===== config.mk =====
export PLATFORM = sky130hd
export DESIGN_NAME = llc_burst_adaptor_flat
export DESIGN_NICKNAME = d
export VERILOG_FILES = /design/src/rtl/llc_burst_adaptor_if.sv /design/src/rtl/llc_burst_adaptor.sv /design/src/flat_wrapper.sv
export SDC_FILE = /design/constraint.sdc
export NUM_CORES = 1
export LEC_CHECK = 0
export BUFFER_PORTS_ARGS = -buffer_cell sky130_fd_sc_hd__buf_2
export CAP_MARGIN = 25
export CORE_AREA = 2 2 280 282
export DETAILED_ROUTE_END_ITERATION = 7
export DIE_AREA = 0 0 282 284
export GPL_ROUTABILITY_DRIVEN = 1
export PLACE_DENSITY = 0.56
export SYNTH_ARGS = -nofsm -noshare
export SYNTH_HDL_FRONTEND = slang
export SYNTH_SLANG_ARGS = --single-unit

===== constraint.sdc =====
create_clock -name clk -period 2.4 [get_ports clk]
set_clock_uncertainty 0.1 [all_clocks]
set_input_delay 0.36 -clock clk [delete_from_list [all_inputs] [get_ports clk]]
set_output_delay 0.36 -clock clk [all_outputs]
set_load 0.02 [all_outputs]

===== src/rtl/llc_burst_adaptor_if.sv =====
// llc_burst_adaptor_if
//   Bundles the cache-side pmem port and the memory-side burst port of
//   llc_burst_adaptor.
//   slave  : the adaptor's view (takes cache requests and memory beats,
//            drives the assembled line, resp pulse and burst requests).
//   master : the surrounding system's view (cache + memory model).
//   Cache side : pmem_read, pmem_write, pmem_address, pmem_wdata,
//                pmem_rdata, pmem_resp
//   Memory side: burst_i, burst_o, address_o, read_o, write_o, resp_i
interface llc_burst_adaptor_if #(
  parameter int unsigned s_line  = 256,
  parameter int unsigned s_burst = 64
);
  logic                pmem_read;
  logic                pmem_write;
  logic [31:0]         pmem_address;
  logic [s_line-1:0]   pmem_wdata;
  logic [s_line-1:0]   pmem_rdata;
  logic                pmem_resp;
  logic [s_burst-1:0]  burst_i;
  logic [s_burst-1:0]  burst_o;
  logic [31:0]         address_o;
  logic                read_o;
  logic                write_o;
  logic                resp_i;

  modport slave (
    input  pmem_read, pmem_write, pmem_address, pmem_wdata, burst_i, resp_i,
    output pmem_rdata, pmem_resp, burst_o, address_o, read_o, write_o
  );

  modport master (
    output pmem_read, pmem_write, pmem_address, pmem_wdata, burst_i, resp_i,
    input  pmem_rdata, pmem_resp, burst_o, address_o, read_o, write_o
  );
endinterface


===== src/rtl/llc_burst_adaptor.sv =====
// llc_burst_adaptor
//   Memory-side responder for the cache pmem port. A 256-bit line read or
//   write is turned into a 4-beat 64-bit burst toward memory; completion is
//   reported to the cache with a one-cycle pmem_resp.
//   Ports:
//     clk  : single clock, posedge
//     rst  : synchronous, active-high reset
//     bus  : llc_burst_adaptor_if.slave (cache pmem port + memory burst port)
module llc_burst_adaptor #(
  parameter int unsigned s_line  = 256,
  parameter int unsigned s_burst = 64
) (
  input  logic                 clk,
  input  logic                 rst,
  llc_burst_adaptor_if.slave   bus
);

  localparam int unsigned BEATS = s_line / s_burst;
  localparam int unsigned CW    = $clog2(BEATS);
  localparam logic [CW-1:0] LAST = CW'(BEATS - 1);

  typedef enum logic [1:0] {
    IDLE = 2'd0,
    RD   = 2'd1,
    WR   = 2'd2,
    DONE = 2'd3
  } state_e;

  state_e                         state_q;
  logic [CW-1:0]                  cnt_q;
  logic [31:0]                    addr_q;
  logic [BEATS-1:0][s_burst-1:0]  line_q;
  logic [BEATS-1:0][s_burst-1:0]  rdata_q;
  logic                           read_q;
  logic                           write_q;
  logic                           resp_q;

  always_ff @(posedge clk) begin
    if (rst) begin
      state_q <= IDLE;
      cnt_q   <= '0;
      addr_q  <= '0;
      line_q  <= '0;
      rdata_q <= '0;
      read_q  <= 1'b0;
      write_q <= 1'b0;
      resp_q  <= 1'b0;
    end else begin
      resp_q <= 1'b0;
      case (state_q)
        IDLE: begin
          // Write has priority when both requests are present.
          if (bus.pmem_write) begin
            addr_q  <= {bus.pmem_address[31:5], 5'b0};
            line_q  <= bus.pmem_wdata;
            cnt_q   <= '0;
            write_q <= 1'b1;
            state_q <= WR;
          end else if (bus.pmem_read) begin
            addr_q  <= {bus.pmem_address[31:5], 5'b0};
            cnt_q   <= '0;
            read_q  <= 1'b1;
            state_q <= RD;
          end
        end
        RD: begin
          if (bus.resp_i) begin
            rdata_q[cnt_q] <= bus.burst_i;
            cnt_q          <= cnt_q + CW'(1);
            if (cnt_q == LAST) begin
              read_q  <= 1'b0;
              resp_q  <= 1'b1;
              state_q <= DONE;
            end
          end
        end
        WR: begin
          if (bus.resp_i) begin
            cnt_q <= cnt_q + CW'(1);
            if (cnt_q == LAST) begin
              write_q <= 1'b0;
              resp_q  <= 1'b1;
              state_q <= DONE;
            end
          end
        end
        DONE: begin
          state_q <= IDLE;
        end
        default: begin
          state_q <= IDLE;
        end
      endcase
    end
  end

  // read_q/write_q are high exactly while in RD/WR, so they gate the
  // address and the write beat without decoding the state again.
  assign bus.address_o  = (read_q || write_q) ? addr_q : '0;
  assign bus.burst_o    = write_q ? line_q[cnt_q] : '0;
  assign bus.read_o     = read_q;
  assign bus.write_o    = write_q;
  assign bus.pmem_resp  = resp_q;
  assign bus.pmem_rdata = rdata_q;

endmodule


===== src/flat_wrapper.sv =====
// flat-port wrapper written by rule: the top's interface ports become plain ports
module llc_burst_adaptor_flat 
#(
  parameter int unsigned s_line  = 256,
  parameter int unsigned s_burst = 64
)
  (clk, rst, bus_pmem_read, bus_pmem_write, bus_pmem_address, bus_pmem_wdata, bus_burst_i, bus_resp_i, bus_pmem_rdata, bus_pmem_resp, bus_burst_o, bus_address_o, bus_read_o, bus_write_o);
  llc_burst_adaptor_if #(.s_line(s_line), .s_burst(s_burst)) bus_i ();
  input  logic clk;
  input  logic rst;
  input wire logic [$bits(bus_i.pmem_read)-1:0] bus_pmem_read;
  input wire logic [$bits(bus_i.pmem_write)-1:0] bus_pmem_write;
  input wire logic [$bits(bus_i.pmem_address)-1:0] bus_pmem_address;
  input wire logic [$bits(bus_i.pmem_wdata)-1:0] bus_pmem_wdata;
  input wire logic [$bits(bus_i.burst_i)-1:0] bus_burst_i;
  input wire logic [$bits(bus_i.resp_i)-1:0] bus_resp_i;
  output wire logic [$bits(bus_i.pmem_rdata)-1:0] bus_pmem_rdata;
  output wire logic [$bits(bus_i.pmem_resp)-1:0] bus_pmem_resp;
  output wire logic [$bits(bus_i.burst_o)-1:0] bus_burst_o;
  output wire logic [$bits(bus_i.address_o)-1:0] bus_address_o;
  output wire logic [$bits(bus_i.read_o)-1:0] bus_read_o;
  output wire logic [$bits(bus_i.write_o)-1:0] bus_write_o;
  assign bus_i.pmem_read = bus_pmem_read;
  assign bus_i.pmem_write = bus_pmem_write;
  assign bus_i.pmem_address = bus_pmem_address;
  assign bus_i.pmem_wdata = bus_pmem_wdata;
  assign bus_i.burst_i = bus_burst_i;
  assign bus_i.resp_i = bus_resp_i;
  assign bus_pmem_rdata = bus_i.pmem_rdata;
  assign bus_pmem_resp = bus_i.pmem_resp;
  assign bus_burst_o = bus_i.burst_o;
  assign bus_address_o = bus_i.address_o;
  assign bus_read_o = bus_i.read_o;
  assign bus_write_o = bus_i.write_o;
  llc_burst_adaptor #(.s_line(s_line), .s_burst(s_burst)) u_core (.clk(clk), .rst(rst), .bus(bus_i));
endmodule

# After elaboration in Yosys (flattened, before gate mapping)
# Index checks and enable logic that the tools add are counted.
dict set report op_classes {
  addsub 1
  order_cmp 2
  eq_ne 14
  n_mux 26
  n_bitwise 2
  n_reduce_logical 16
}
# op count
set ops {}
lappend ops {{256-bit bitwise mux} 1}
lappend ops {{64-bit two-way mux} 3}
lappend ops {{64-bit binary-select mux with 2-bit select} 1}
lappend ops {{64-bit demux with 2-bit select} 1}
lappend ops {{32-bit two-way mux} 3}
lappend ops {{2-bit two-way mux} 7}
lappend ops {{2-bit inequality test (second input constant)} 5}
lappend ops {{2-bit by 1-bit inequality test with 1-bit output (second input constant)} 4}
lappend ops {{2-bit nonzero test} 4}
lappend ops {{2-bit == test (second input constant)} 3}
lappend ops {{1-bit two-way mux} 6}
lappend ops {{2-bit case mux with 3 select lines} 1}
lappend ops {{2-bit AND reduction} 3}
lappend ops {{3-bit AND reduction} 2}
lappend ops {{5-bit AND reduction} 1}
lappend ops {{1-bit case mux with 2 select lines} 2}
lappend ops {{2-bit case mux with 2 select lines} 1}
lappend ops {{4-bit AND reduction} 1}
lappend ops {{2-bit by 3-bit < comparator with 1-bit output (second input constant)} 1}
lappend ops {{3-bit inequality test (second input constant)} 1}
lappend ops {{3-bit OR reduction} 1}
lappend ops {{2-bit by 1-bit adder with 2-bit output (second input constant)} 1}
lappend ops {{2-bit by 1-bit == test with 1-bit output (second input constant)} 1}
lappend ops {{2-bit by 1-bit >= comparator with 1-bit output (second input constant)} 1}
lappend ops {{5 further kinds} 6}
dict set report word_totals {
  register_bits 551
  input_bits 357
  out_inout_bits 355
  elab_cells 75
}

# Longest topological paths before layout
dict set report logic_depth {
  ltp_word 5
  ltp_mapped 9
  mapped_depth_nobuf 5
}

# Worst setup path after synthesis
# No wires, ideal clock.
dict set report synth_path {
  path_kind {flip-flop to flip-flop}
  from {register u_core.cnt_q[1]}
  to {register u_core.rdata_q (netlist bit u_core.bus.pmem_rdata[0])}
  t_arrival_ns 1.775
  required_ns 2.230
  path_slack_ns 0.455
  stages_incl_launch_ff 9
  period_less_slack_ns 1.945
  path_cell_list {dfxtp_1 > buf_2 > buf_2 > inv_1 > ha_1 > nand3_1 > clkbuf_1 > nand2_1 > a21oi_1}
}
dict set report synth_between {
  elab_chain_len 5
  word_cells_on_any_way 6
}
# item line_no
set synth_rtl {}
lappend synth_rtl {{start, declared} llc_burst_adaptor.sv:30} ;# logic [CW-1:0] cnt_q;
lappend synth_rtl {{start signal, assigned} llc_burst_adaptor.sv:69} ;# cnt_q <= cnt_q + CW'(1);
lappend synth_rtl {{start signal, assigned} llc_burst_adaptor.sv:79} ;# cnt_q <= cnt_q + CW'(1);
lappend synth_rtl {{2-bit by 3-bit < comparator with 1-bit output (not written as such) or 2-bit by 1-bit >= comparator with 1-bit output (tied branches)} llc_burst_adaptor.sv:68} ;# rdata_q[cnt_q] <= bus.burst_i;
lappend synth_rtl {{1-bit logical AND (not written as such)} llc_burst_adaptor.sv:68}
lappend synth_rtl {{64-bit two-way mux (not written as such)} llc_burst_adaptor.sv:68}
lappend synth_rtl {{64-bit demux with 2-bit select (*)} -}
lappend synth_rtl {{256-bit bitwise mux (*)} llc_burst_adaptor.sv:68}
lappend synth_rtl {{end signal, assigned by index} llc_burst_adaptor.sv:68}
lappend synth_rtl {{end, declared} llc_burst_adaptor.sv:33} ;# logic [BEATS-1:0][s_burst-1:0] rdata_q;
# Every way passes the cells marked *; elsewhere a longest branch is shown, timed or not.
# A chain may end at the register's enable or synchronous reset.

# Worst setup path in the final report
dict set report layout_path {
  from {register u_core.cnt_q[0]}
  to {output port bus_burst_o[50]}
}
dict set report layout_between {
  elab_chain_len 3
}
# item line_no
set layout_rtl {}
lappend layout_rtl {{64-bit binary-select mux with 2-bit select} llc_burst_adaptor.sv:100} ;# assign bus.burst_o = write_q ? line_q[cnt_q] : '0;
lappend layout_rtl {{64-bit two-way mux (not written as such)} llc_burst_adaptor.sv:100}
lappend layout_rtl {{64-bit two-way mux} llc_burst_adaptor.sv:100}
lappend layout_rtl {{end, declared} flat_wrapper.sv:19} ;# output wire logic [$bits(bus_i.burst_o)-1:0] bus_burst_o;
# Every way passes these cells. The select of a mux whose other input is x is not followed.

==> flow_metrics.py <==
metrics = {
    "status": {
        "run_status": "finished, violations left",
        "violations": "negative setup slack",
    },
    "place": {
        "dp_hpwl_um": 55100,
        "gp_routability_congestion": 0.813,
        "buffer_ports.inserted": 701,
        "detailed_place.area_um2": 25900,
    },
    "hold_path": {
        "hold_path.startpoint": "rst",
        "hold_path_depth": 2,
        "min_delay_worst_endpoint": "u_core.line_q[159]$_SDFFE_PP0P_",
        "hold_class": "input pin to flip-flop",
    },
    "critical_path": {
        "required_time_worst_endpoint_ns": 1.94,
        "reg2reg_depth": 9,
        "timing.setup.critical_path_class": "flip-flop to primary output",
        "crit_path_start_kind": "flip-flop",
        "rrSetupSlack_ns": 0.19,
        "cp_cell_sequence": "buf_12, buf_16, mux4_2, and2_1, buf_2",
        "stage_delay_of_the_slowest_cell_on_the_critical_path_ns": 0.51,
        "worst_r2r_endpoint": "u_core.bus.pmem_rdata[149]$_SDFFE_PP0P_",
        "critical_path.endpoint_type": "primary output",
        "cp.buffers_inverters": 3,
        "crit_slowest_cell": "mux4_2",
        "crit_path_max_fanout": 5,
        "critical-path-top-delay-family": "multiplexers",
        "timing.critical_path.arrival_ns": 2.21,
        "crit-reg2reg-launch": "u_core.cnt_q[0]$_SDFFE_PP0P_",
    },
    "power_and_ir_drop": {
        "netSwitchingFraction": 0.319,
        "ir_drop_worst_case_vdd_uv": 583,
        "internal_power_w": 0.0192,
        "total_power_divided_by_cell_area_nw_per_um2": 871,
        "p_switching_w": 0.00898,
        "power.share.combinational": 0.285,
        "power.leakage_nw": 13.4,
        "power.share.clock": 0.340,
        "register_share_of_total_power": 0.374,
    },
    "global_route": {
        "largest_net_degree_at_the_start_of_global_routing": 81,
        "first_global_vias": 21300,
        "grt.overflow.total": 0,
        "globalRouteTotalUtil": 0.200,
        "met3_usage": 0.0562,
        "globalRouteMet2Util": 0.343,
        "global_route_wire_length_before_repair_um": 125000,
        "grt_use_met1": 0.237,
        "number_of_antenna_violations_at_the_first_check_in_global_routing": 9,
        "grt.busiest_layer": "met2",
    },
    "timing": {
        "setup_slack_ns": -0.270,
        "tightest_slew_ns": 0.665,
        "final_min_period_over_clock_period": 1.11,
        "max_slew_margin": 0.551,
        "max_freq_mhz": 375,
        "rsz0062_at_grt": "true",
        "timing.final.max_slew_violations": 0,
        "setup-violations-final": 64,
        "final-hold-violation-count": 0,
        "post-route-min-period_ns": 2.67,
    },
    "finish": {
        "mostFrequentLayoutCells": "1083 x nand2_1, 646 x buf_2, 543 x dfxtp_1",
        "post-route-util": 0.420,
        "most_common_cell_after_layout_fill_and_taps_aside": "nand2_1",
        "flow.area_growth_from_synthesis_pct": 53.2,
        "post-route-cell-area_um2": 32400,
        "share_of_cells_above_drive_strength_1": 0.282,
        "nets": 3946,
    },
    "clock_network": {
        "cts_made_buffers": 61,
        "worstSkewPairLatency_ns": 0.61,
        "clock_sinks": 546,
        "clockBufferDepth": 3,
        "cts_tree": "done",
        "ctsHtreeMaxLevel": 2,
        "path_clk_slew_ns": 0.06,
        "clockRootBuffer": "clkbuf_16",
    },
    "floorplan": {
        "start_util": 0.274,
        "io-pin-count": 712,
        "die_x_um": 282,
        "std_cell_rows": 102,
        "design.core.area_um2": 77000,
        "die_y_um": 284,
        "floorplan.die_area_um2": 80100,
    },
    "synthesis": {
        "yosysWarningCount": 0,
        "synth-seq-area-share": 0.518,
        "synth.cell_area_um2": 21100,
        "syn-instance-count": 2583,
        "synth_area_per_cell_um2": 8.17,
        "distinct_cell_type_count_after_synthesis": 34,
        "synth.ff_latch_count": 546,
    },
    "detailed_routing": {
        "wl_per_cell_um": 18.1,
        "initialDrtViolationCount": 1220,
        "detail_route.drc_violations": 0,
        "avgViaCountPerCell": 4.59,
        "route.antenna.remaining_nets": 0,
        "routed_wl_um": 84800,
        "route.vias.total": 21500,
        "drtPass1Iterations": 7,
    },
    "run": {
        "cap_viol_max_count": 0,
    },
}
stage by stage:
stage,hold WS (ns),total power [W],cells,setup slack (ns),setup TNS (ns)
2_1_floorplan,0.332,0.0150,2587,0.455,0
3_3_place_gp,0.338,0.0174,4189,0.276,0
3_5_place_dp,0.341,0.0174,4190,0.229,0
4_1_cts,0.0438,0.0282,4665,-0.336,-17.42
5_1_grt,0.0661,0.0296,4674,-0.346,-17.75
6_report,0.0841,0.0282,4677,-0.270,-12.30
worst reg2reg max path: cells and delay by family (launching register included):
family / cells / cell delay (ns)
adders and majority gates: 1 / 0.24
buffers and inverters: 5 / 0.87
and+or+nand+nor: 2 / 0.43
AOI/OAI and AO/OA: 1 / 0.06
DFF: 1 / 0.38
layout make-up:
class / instances / area [um2]
Fill cell: 7566 / 44600
Sequential cell: 546 / 10900
Multi-Input combinational cell: 1829 / 9370
Timing Repair Buffer: 1135 / 8620
Clock buffer: 96 / 1950
Tap cell: 1040 / 1300
Clock inverter: 17 / 130
Inverter: 6 / 22.5
Antenna cell: 8 / 20.0
flip-flops by register name, indices dropped and copies added, names as in the netlist:
register,count
u_core.addr_q,27
u_core.bus.pmem_rdata,256
u_core.bus.pmem_resp,1
u_core.bus.read_o,1
u_core.bus.write_o,1
u_core.cnt_q,2
u_core.line_q,256
u_core.state_q,2
power groups by stage:
stage               clock network, W  registers, W  logic (W)
floorplan                          0        0.0108    0.00429
detailed placement                 0        0.0107    0.00671
global placement                   0        0.0107    0.00667
global route                  0.0102        0.0106    0.00873
CTS                          0.00981        0.0105    0.00792
finish                       0.00958        0.0105    0.00804
layer usage:
layer	vias up	part of all wire
met2	834	0.48
met3	161	0.084
met4	0	0.033
li1	10400	-
met1	10000	0.40
met5	-	0
repair_timing:
action	in CTS	in global routing
resized for setup	154	25
hold endpoints to repair	536	0
cloned	4	5
hold buffers	348	0
endpoints found under the setup margin	64	142
pin swaps	3	18
setup buffers	10	0
worst max path at each step:
stage,end,cells after the start,slack (ns),startpoint
2_1_floorplan,u_core.bus.pmem_rdata[0]$_SDFFE_PP0P_,8,0.45,u_core.cnt_q[1]$_SDFFE_PP0P_
3_3_place_gp,u_core.bus.pmem_rdata[200]$_SDFFE_PP0P_,6,0.28,u_core.state_q[1]$_SDFFE_PP0P_
3_5_place_dp,u_core.bus.pmem_rdata[204]$_SDFFE_PP0P_,6,0.23,u_core.state_q[1]$_SDFFE_PP0P_
4_1_cts,bus_burst_o[53],5,-0.34,u_core.cnt_q[0]$_SDFFE_PP0P_
5_1_grt,bus_burst_o[62],5,-0.35,u_core.cnt_q[0]$_SDFFE_PP0P_
6_report,bus_burst_o[50],5,-0.27,u_core.cnt_q[0]$_SDFFE_PP0P_
cells in the mapped netlist (all sizes together):
cell type	count	area [um2]
nor2	1	3.75
and3	4	25.0
conb	1	3.75
nand4	1	6.26
mux4	64	1440
dfxtp	546	10900
a21oi	542	2710
mux2i	2	20.0
inv	6	22.5
o211ai	1	7.51
and2	65	407
or3b	1	8.76
o21a	1	7.51
nand2b	1	6.26
nor2b	30	188
buf	105	622
nand3	5	30.0
a31oi	1	6.26
o31ai	2	15.0
nor3b	2	20.0
a2111o	1	11.3
or4	1	7.51
o41ai	2	17.5
ha	10	125
nand2	1084	4070
clkbuf	101	379
o21ai	2	13.8
o311ai	1	8.76
kinds of logic (layout without fill, tap and decap cells):
kind of cell | count (synthesis) | count (layout) | share of synthesized area
AO/OA/AOI/OAI | 553 | 553 | 0.133
adder cells (fa/ha/maj) | 10 | 10 | 0.00593
buffers and inverters | 212 | 1254 | 0.0485
flip-flops | 546 | 546 | 0.518
multiplexers | 66 | 66 | 0.0692
other | 1 | 13 | 0.000178
AND/OR/NAND/NOR | 1195 | 1195 | 0.226
(Power assumes the default switching activity.)
